<file path="src/rtl/hpdcache_pkg.sv">
`default_nettype none
// +----------------------------------------------------------------------+
// | hpdcache_pkg : shared types and default sizing for the HPDcache      |
// | Revision     : 1.0                                                   |
// +----------------------------------------------------------------------+
package hpdcache_pkg;

  localparam int PARAM_WBUF_DIR_ENTRIES   = 16;
  localparam int PARAM_WBUF_TIMECNT_WIDTH = 4;

  typedef enum logic [1:0] {
    FREE = 2'd0,
    OPEN = 2'd1,
    PEND = 2'd2,
    SENT = 2'd3
  } hpdcache_wbuf_sched_state_e;

endpackage
`default_nettype wire

</file>
<file path="src/rtl/hpdcache_rrarb.sv">
`default_nettype none
// +----------------------------------------------------------------------+
// | hpdcache_rrarb : round-robin arbiter, pointer advances on handshake, |
// |                  offered index held stable while not accepted        |
// | Revision       : 1.0                                                 |
// +----------------------------------------------------------------------+
module hpdcache_rrarb #(
  parameter  int N     = 2,
  localparam int IDX_W = (N > 1) ? $clog2(N) : 1
) (
  input  logic             clk_i,
  input  logic             rst_ni,
  input  logic [N-1:0]     req_i,
  input  logic             ready_i,
  output logic             valid_o,
  output logic [IDX_W-1:0] idx_o
);

  localparam int PW = IDX_W + 1;

  logic [IDX_W-1:0] ptr_q, ptr_d;
  logic [IDX_W-1:0] hold_idx_q, hold_idx_d;
  logic             hold_q, hold_d;
  logic [IDX_W-1:0] sel_idx;
  logic             found;
  logic [PW-1:0]    pos;

  // First requester at or after the pointer, wrapping at N.
  always_comb begin
    found   = 1'b0;
    sel_idx = '0;
    pos     = '0;
    for (int k = 0; k < N; k++) begin
      pos = {1'b0, ptr_q} + PW'(k);
      if (pos >= PW'(N)) pos = pos - PW'(N);
      if (!found && req_i[pos[IDX_W-1:0]]) begin
        found   = 1'b1;
        sel_idx = pos[IDX_W-1:0];
      end
    end
  end

  // A held offer stays a requester until accepted, so valid needs no extra term.
  always_comb begin
    valid_o    = |req_i;
    idx_o      = hold_q ? hold_idx_q : sel_idx;
    hold_d     = valid_o & ~ready_i;
    hold_idx_d = idx_o;
    ptr_d      = ptr_q;
    if (valid_o && ready_i) begin
      ptr_d = (idx_o == IDX_W'(N - 1)) ? '0 : idx_o + 1'b1;
    end
  end

  always_ff @(posedge clk_i or negedge rst_ni) begin
    if (!rst_ni) begin
      ptr_q      <= '0;
      hold_q     <= 1'b0;
      hold_idx_q <= '0;
    end else begin
      ptr_q      <= ptr_d;
      hold_q     <= hold_d;
      hold_idx_q <= hold_idx_d;
    end
  end

endmodule
`default_nettype wire

</file>
<file path="src/rtl/hpdcache_wbuf_flush_sched.sv">
`default_nettype none
// +----------------------------------------------------------------------+
// | hpdcache_wbuf_flush_sched : write-buffer entry lifecycle, ageing and |
// |                             round-robin send scheduling              |
// | Revision                  : 1.0                                      |
// +----------------------------------------------------------------------+
module hpdcache_wbuf_flush_sched
  import hpdcache_pkg::*;
#(
  parameter  int N_ENTRIES     = PARAM_WBUF_DIR_ENTRIES,
  parameter  int TIMECNT_WIDTH = PARAM_WBUF_TIMECNT_WIDTH,
  localparam int IDX_W         = $clog2(N_ENTRIES)
) (
  input  logic                     clk_i,
  input  logic                     rst_ni,
  input  logic [TIMECNT_WIDTH-1:0] cfg_threshold_i,
  input  logic                     cfg_reset_timecnt_on_write_i,
  input  logic                     alloc_req_i,
  output logic                     alloc_gnt_o,
  output logic [IDX_W-1:0]         alloc_idx_o,
  input  logic                     write_i,
  input  logic [IDX_W-1:0]         write_idx_i,
  input  logic                     close_i,
  input  logic [IDX_W-1:0]         close_idx_i,
  input  logic                     flush_all_i,
  output logic                     send_valid_o,
  output logic [IDX_W-1:0]         send_idx_o,
  input  logic                     send_ready_i,
  input  logic                     ack_i,
  input  logic [IDX_W-1:0]         ack_idx_i,
  output logic                     empty_o,
  output logic                     full_o
);

  hpdcache_wbuf_sched_state_e state_q [N_ENTRIES];
  hpdcache_wbuf_sched_state_e state_d [N_ENTRIES];
  logic [TIMECNT_WIDTH-1:0]   cnt_q   [N_ENTRIES];
  logic [TIMECNT_WIDTH-1:0]   cnt_d   [N_ENTRIES];
  logic [N_ENTRIES-1:0]       free_vec, pend_vec;
  logic                       send_hs;

  always_comb begin
    free_vec = '0;
    pend_vec = '0;
    for (int i = 0; i < N_ENTRIES; i++) begin
      free_vec[i] = (state_q[i] == FREE);
      pend_vec[i] = (state_q[i] == PEND);
    end
  end

  // Lowest-index free entry.
  always_comb begin
    alloc_idx_o = '0;
    for (int i = N_ENTRIES - 1; i >= 0; i--) begin
      if (free_vec[i]) alloc_idx_o = IDX_W'(i);
    end
  end

  assign full_o      = ~|free_vec;
  assign empty_o     = &free_vec;
  assign alloc_gnt_o = alloc_req_i & ~full_o;
  assign send_hs     = send_valid_o & send_ready_i;

  hpdcache_rrarb #(
    .N (N_ENTRIES)
  ) i_send_arb (
    .clk_i   (clk_i),
    .rst_ni  (rst_ni),
    .req_i   (pend_vec),
    .ready_i (send_ready_i),
    .valid_o (send_valid_o),
    .idx_o   (send_idx_o)
  );

  always_comb begin
    for (int i = 0; i < N_ENTRIES; i++) begin
      state_d[i] = state_q[i];
      cnt_d[i]   = cnt_q[i];
      case (state_q[i])
        FREE: begin
          if (alloc_gnt_o && (alloc_idx_o == IDX_W'(i))) begin
            state_d[i] = OPEN;
            cnt_d[i]   = '0;
          end
        end
        OPEN: begin
          // Forced close beats a write-triggered counter restart.
          if ((close_i && (close_idx_i == IDX_W'(i))) || flush_all_i) begin
            state_d[i] = PEND;
          end else if (write_i && (write_idx_i == IDX_W'(i)) && cfg_reset_timecnt_on_write_i) begin
            cnt_d[i] = '0;
          end else if (cnt_q[i] >= cfg_threshold_i) begin
            state_d[i] = PEND;
          end else if (cnt_q[i] != '1) begin
            cnt_d[i] = cnt_q[i] + 1'b1;
          end
        end
        PEND: begin
          if (send_hs && (send_idx_o == IDX_W'(i))) state_d[i] = SENT;
        end
        SENT: begin
          if (ack_i && (ack_idx_i == IDX_W'(i))) state_d[i] = FREE;
        end
        default: state_d[i] = FREE;
      endcase
    end
  end

  always_ff @(posedge clk_i or negedge rst_ni) begin
    if (!rst_ni) begin
      for (int i = 0; i < N_ENTRIES; i++) begin
        state_q[i] <= FREE;
        cnt_q[i]   <= '0;
      end
    end else begin
      state_q <= state_d;
      cnt_q   <= cnt_d;
    end
  end

  always @(posedge clk_i) begin
    if (rst_ni) begin
      if (write_i) assert (state_q[write_idx_i] == OPEN) else $error("wbuf sched: write to non-open entry");
      if (close_i) assert (state_q[close_idx_i] == OPEN) else $error("wbuf sched: close of non-open entry");
      if (ack_i)   assert (state_q[ack_idx_i] == SENT)   else $error("wbuf sched: ack of non-sent entry");
    end
  end

endmodule
`default_nettype wire

</file>
<file path="config.mk">
export PLATFORM = sky130hd
export DESIGN_NAME = hpdcache_wbuf_flush_sched
export DESIGN_NICKNAME = d
export VERILOG_FILES = /design/src/rtl/hpdcache_pkg.sv /design/src/rtl/hpdcache_rrarb.sv /design/src/rtl/hpdcache_wbuf_flush_sched.sv
export SDC_FILE = /design/constraint.sdc
export NUM_CORES = 1
export LEC_CHECK = 0
export ABC_CLOCK_PERIOD_IN_PS = 13000
export CAP_MARGIN = 20
export CORE_MARGIN = 5
export CORE_UTILIZATION = 69
export CTS_CLUSTER_SIZE = 24
export DETAILED_ROUTE_END_ITERATION = 10
export GPL_TIMING_DRIVEN = 1
export PLACE_DENSITY = 0.89
export SLEW_MARGIN = 20
export SYNTH_ARGS = -nofsm -noshare
export SYNTH_HDL_FRONTEND = slang
export SYNTH_HIERARCHICAL = 1
export SYNTH_SLANG_ARGS = --single-unit
</file>
<file path="constraint.sdc">
create_clock -name clk_i -period 13 [get_ports clk_i]
set_clock_uncertainty 0.05 [all_clocks]
set_input_delay 3.25 -clock clk_i [delete_from_list [all_inputs] [get_ports clk_i]]
set_output_delay 3.25 -clock clk_i [all_outputs]
set_load 0.05 [all_outputs]
</file>
After elaboration in Yosys (flattened, before gate mapping)
Index checks and enable logic that the tools add are counted.

operators by class
  reductions and logical operators = 216
  order comparisons = 48
  muxes and demuxes = 305
  bitwise operators = 4
  $add $sub $neg = 48
  equal/unequal tests = 267

operators with widths
  cell                                                                     number
  4-bit 2-to-1 mux                                                         130
  2-bit 2-to-1 mux                                                         96
  3-bit inequality test, second input constant                             64
  4-bit == test, second input constant                                     40
  5-bit AND reduction                                                      32
  2-bit one-hot mux with 4 select lines                                    16
  4-bit one-hot mux with 2 select lines                                    16
  1-bit logical AND                                                        112
  2-bit inequality test, second input constant                             48
  4-bit by 3-bit == test with 1-bit output, second input constant          20
  4-bit by 5-bit < comparator with 1-bit output, second input constant     16
  5-bit >= comparator, second input constant                               15
  4-bit by 1-bit adder with 4-bit output, second input constant            17
  1-bit binary-select mux with 4-bit select                                16
  2-bit == test, second input constant                                     32
  4-bit >= comparator                                                      16
  4-bit inequality test, second input constant                             16
  4-bit by 1-bit subtractor with 4-bit output, second input constant       16
  4-bit by 4-bit adder with 5-bit output, second input constant            8
  4-bit by 2-bit == test with 1-bit output, second input constant          10
  2-bit by 1-bit == test with 1-bit output, second input constant          16
  2-bit logical NOT                                                        16
  2-bit by 1-bit inequality test with 1-bit output, second input constant  16
  2-bit nonzero test                                                       16
  13 further kinds                                                         88

storage, ports and cells
  word-level logic and storage cells = 923
  bits of input ports = 25
  register bits = 105

Longest topological paths before layout
  depth in word-level cells = 55
  mapped depth = 22

Modules after synthesis
The synthesis kept the hierarchy.

modules (own cells, without submodules)
  module                     seq. area each (um^2)  cells each  instances  area each (um^2)
  hpdcache_wbuf_flush_sched  2402.3                 982         1          8489.4
  hpdcache_rrarb             225.2                  322         1          2972.9

Least setup slack after synthesis
OpenSTA, ideal clock, no wires.

  path kind = reg2out
  from = register i_send_arb.ptr_q[1]
  to = output send_idx_o[3]
  path buffers = 4
  setup slack = 4931 ps
  arrival = 4769 ps
  cell stages (with the launch flop) = 16
  required time = 9700 ps
  path through = dfrtp_1 > buf_6 > buf_12 > inv_2 > clkbuf_1 > ha_1 > buf_6 > mux2_4 > mux4_2 > mux2_2 > or2_4 > nor4_4 > nand2_1 > nor2_1 > a21oi_1 > o31ai_2

on the way
  longest elaborated chain between the ends = 51
  elaborated cells on any way between the ends = 157
  classes of those cells = add/sub (31); order compare (16); mux (80); reduce/logical (30)

ends and longest elaborated chain
  what                                                                                             line                             RTL
  start: declaration                                                                               hpdcache_rrarb.sv:21             logic [IDX_W-1:0] ptr_q, ptr_d;
  start signal: assignment                                                                         hpdcache_rrarb.sv:61             ptr_q <= ptr_d;
  parallel branches: the longest is 49 deep, another holds 4-bit by 1-bit adder with 5-bit output  n/a
  4-bit 2-to-1 mux *                                                                               hpdcache_rrarb.sv:36             if (!found && req_i[pos[IDX_W-1:0]]) begin
  4-bit 2-to-1 mux *                                                                               hpdcache_rrarb.sv:46             idx_o = hold_q ? hold_idx_q : sel_idx;
  end: declaration                                                                                 hpdcache_wbuf_flush_sched.sv:27  output logic [IDX_W-1:0] send_idx_o,

Mark *: on every way between the ends. The select of a mux whose other input is x is not followed.

Worst setup path in the final report
  from = register i_send_arb.ptr_q[2]
  to = output send_idx_o[3]

Same word-level chain as after synthesis.

==> flow_metrics.py <==
metrics = {
    "run_status": {
        "status": "complete, no violations",
    },
    "run": {
        "drv_cap": 0,
    },
    "placed_design": {
        "gp_congestion": 1.008,
        "dp_hpwl_mm": 24.36,
        "dp_cells": 1531,
        "portBuffers": 36,
    },
    "final_layout": {
        "layoutNonFillerInstCount": 1547,
        "synthToLayoutAreaGrowth_pct": 6.986,
        "multi_input_area_um2": 8323,
        "drive_gt1_share_pct": 9.344,
        "seq_area_um2": 2628,
        "antenna_cells": 0,
        "nFillCells": 1177,
        "fin_util_pct": 74.48,
        "final_nets": 1502,
    },
    "sta": {
        "tns_ns": 0,
        "finalHoldViolations": 0,
        "slew_headroom_pct": 29.92,
        "worst_pin_slew_ns": 1.048,
        "setup_viol": 0,
        "rsz0062_at_grt": "no",
        "fin_crit_ns": 9.781,
        "slew_violations": 0,
        "fmax_ghz": 0.1022,
        "hold_slack_ns": 0.4739,
        "finalCritPeriodShare_pct": 75.24,
    },
    "worst_setup_path": {
        "timing.rr.end": "state_q[15]",
        "setup.worst_path.end_class": "primary output",
        "path_class": "reg2out",
        "start_kind": "register",
        "ff2ff_path_depth": 16,
        "cp.required_ns": 9.70,
        "timing.rr.start": "i_send_arb/ptr_q[2]",
        "cp_data_arrival_time_ns": 6.48,
        "critical_path.max_fanout": 20,
        "r2r_slack_ns": 5.81,
    },
    "route": {
        "drtPass1Iterations": 8,
        "drc_errors": 0,
        "wl_mm": 33.00,
        "postRouteAntennaNets": 0,
        "via_count": 10916,
        "via_per_inst": 7.056,
        "drt_iter0_drc": 1433,
        "wl_per_cell_um": 21.33,
    },
    "global_route": {
        "grt_max_degree": 58,
        "grt_antenna_before_repair": 0,
        "grtUsageTotal_pct": 33.50,
        "overflow": 0,
        "grt_pass1_wl_mm": 53.61,
        "grt_pass1_vias": 10691,
    },
    "clock_network": {
        "cts_tree": "built",
        "clkSinkCount": 105,
        "insertion_delay_ns": 0.37,
        "root_buffer": "clkbuf_16",
        "numCtsBuffers": 9,
        "cts_buffer_depth": 2,
        "cts_hold_buffers": 0,
        "clkTransAtPathRegs_ns": 0.08,
        "cts_resized": 0,
        "cts_max_level": 3,
        "post-cts-setup-buffers": 0,
    },
    "yosys": {
        "synthFlopType": "dfrtp_1",
        "synth_top_family_by_area": "compound AO/OA/AOI/OAI gates",
        "syn_area_per_cell_um2": 8.790,
        "synth_compound_area_share_pct": 20.83,
        "synthCells": 1304,
        "synth-simple-area-share_pct": 19.64,
        "synth_enable_flop_cells": 0,
        "yosys.area_share.adder_pct": 16.92,
        "synth_nets": 1484,
        "synth_xor_area_share_pct": 1.364,
        "syn-cell-area_um2": 11460,
        "synth_cell_types": 96,
        "ys_warn_count": 6,
        "ys_seq_area_share_pct": 22.92,
        "async_reset_ff_share_pct": 100.0,
        "synth-seq-cells": 105,
        "yosys-mux-area-fraction_pct": 13.86,
    },
    "floorplan": {
        "die-width_um": 138.9,
        "ios": 37,
        "initial_core_util_pct": 69.61,
        "rows": 47,
        "die_h_um": 138.9,
        "core-area_um2": 16470,
        "dieArea_um2": 19290,
    },
    "worst_hold_path": {
        "worstHoldEndpoint": "cnt_q[15]",
        "hp-class": "reg2reg",
        "holdPathStages": 1,
        "min-delay-start": "cnt_q[15]",
    },
}
sequential cells by signal (all words and copies together) (netlist names):
signal,count
i_send_arb/hold_q,1
i_send_arb/ptr_q,4
state_q,32
i_send_arb/hold_idx_q,4
cnt_q,64
per-stage QoR:
step                setup slack [ns]  cell area (µm²)
floorplan                      4.931            11460
CTS                            3.408            12260
finish                         3.219            12260
detailed placement             3.817            11960
global placement               3.979            11960
global route                   2.910            12260
cells in the final DEF, fill, tap and decap left out, drive strengths merged, types with 33 or more instances in the layout:
cell type and instances:
a21oi 90, mux2 40, mux4 33, nor2 76, dfrtp 105, clkdlybuf4s50 35, inv 91, mux2i 35
o21ai 103, nand3 41, nand2b 38, ha 155, nand2 128
worst max-delay path, stage by stage (launching register included):
cell	delay, ns
dfrtp_1	0.90
clkinv_1	0.67
ha_1	0.85
mux4_1	0.42
mux4_2	0.59
nand2b_1	0.26
nor4_4	0.55
nand2_1	0.14
nor2_1	0.14
a21oi_1	0.06
o31ai_2	0.59
clkdlybuf4s50_1	0.93
cells in the mapped netlist, drive strengths merged, types with 14 or more instances:
| cell type | count | area (µm²) |
|---|---|---|
| o21ai | 103 | 523.0 |
| clkbuf | 19 | 72.56 |
| and2 | 14 | 88.84 |
| mux2 | 40 | 461.7 |
| nor3 | 17 | 85.08 |
| dfrtp | 105 | 2628 |
| nor2 | 76 | 290.3 |
| nand2b | 38 | 237.7 |
| nand2 | 128 | 483.0 |
| nand3 | 41 | 210.2 |
| mux2i | 35 | 361.6 |
| o31ai | 17 | 151.4 |
| buf | 15 | 101.3 |
| nand4 | 19 | 118.9 |
| nor2b | 20 | 125.1 |
| mux4 | 33 | 765.7 |
| nor4 | 15 | 123.9 |
| a21oi | 90 | 454.2 |
| ha | 155 | 1939 |
| inv | 89 | 334.1 |
| a31oi | 21 | 131.4 |
cell type report:
type / count / share of cell area (%)
Timing Repair Buffer: 41 / 3.224
Multi-Input combinational cell: 1075 / 67.87
Clock inverter: 7 / 0.6428
Tap cell: 220 / 2.245
Clock buffer: 9 / 1.837
Sequential cell: 105 / 21.43
Inverter: 90 / 2.755
cell families after synthesis:
logic type / count (synthesis)
mux: 108
compound gates: 362
simple gates: 433
xor+xnor: 17
buf+inv: 124
flops: 105
fa+ha+maj: 155
worst max path at each step:
stage	start	to	slack (ns)	cells after the start
6_report	i_send_arb/ptr_q[2]	send_idx_o[3]	3.22	11
5_1_grt	i_send_arb/ptr_q[2]	send_idx_o[3]	2.91	11
4_1_cts	i_send_arb/ptr_q[2]	send_idx_o[3]	3.41	11
3_5_place_dp	i_send_arb/ptr_q[2]	send_idx_o[3]	3.82	11
3_3_place_gp	i_send_arb/ptr_q[2]	send_idx_o[3]	3.98	11
2_1_floorplan	i_send_arb/ptr_q[1]	send_idx_o[3]	4.93	15
routing by layer:
layer	vias to the layer above	global-route usage, %	wire, µm
li1	4941	-	-
met1	5158	42.85	12950
met2	678	55.08	15430
met3	139	6.138	2986
met4	0	16.01	1629
met5	-	0	0
Power is not shown: default switching activity piles up to over one toggle a cycle in this logic, so the estimate is an artifact.
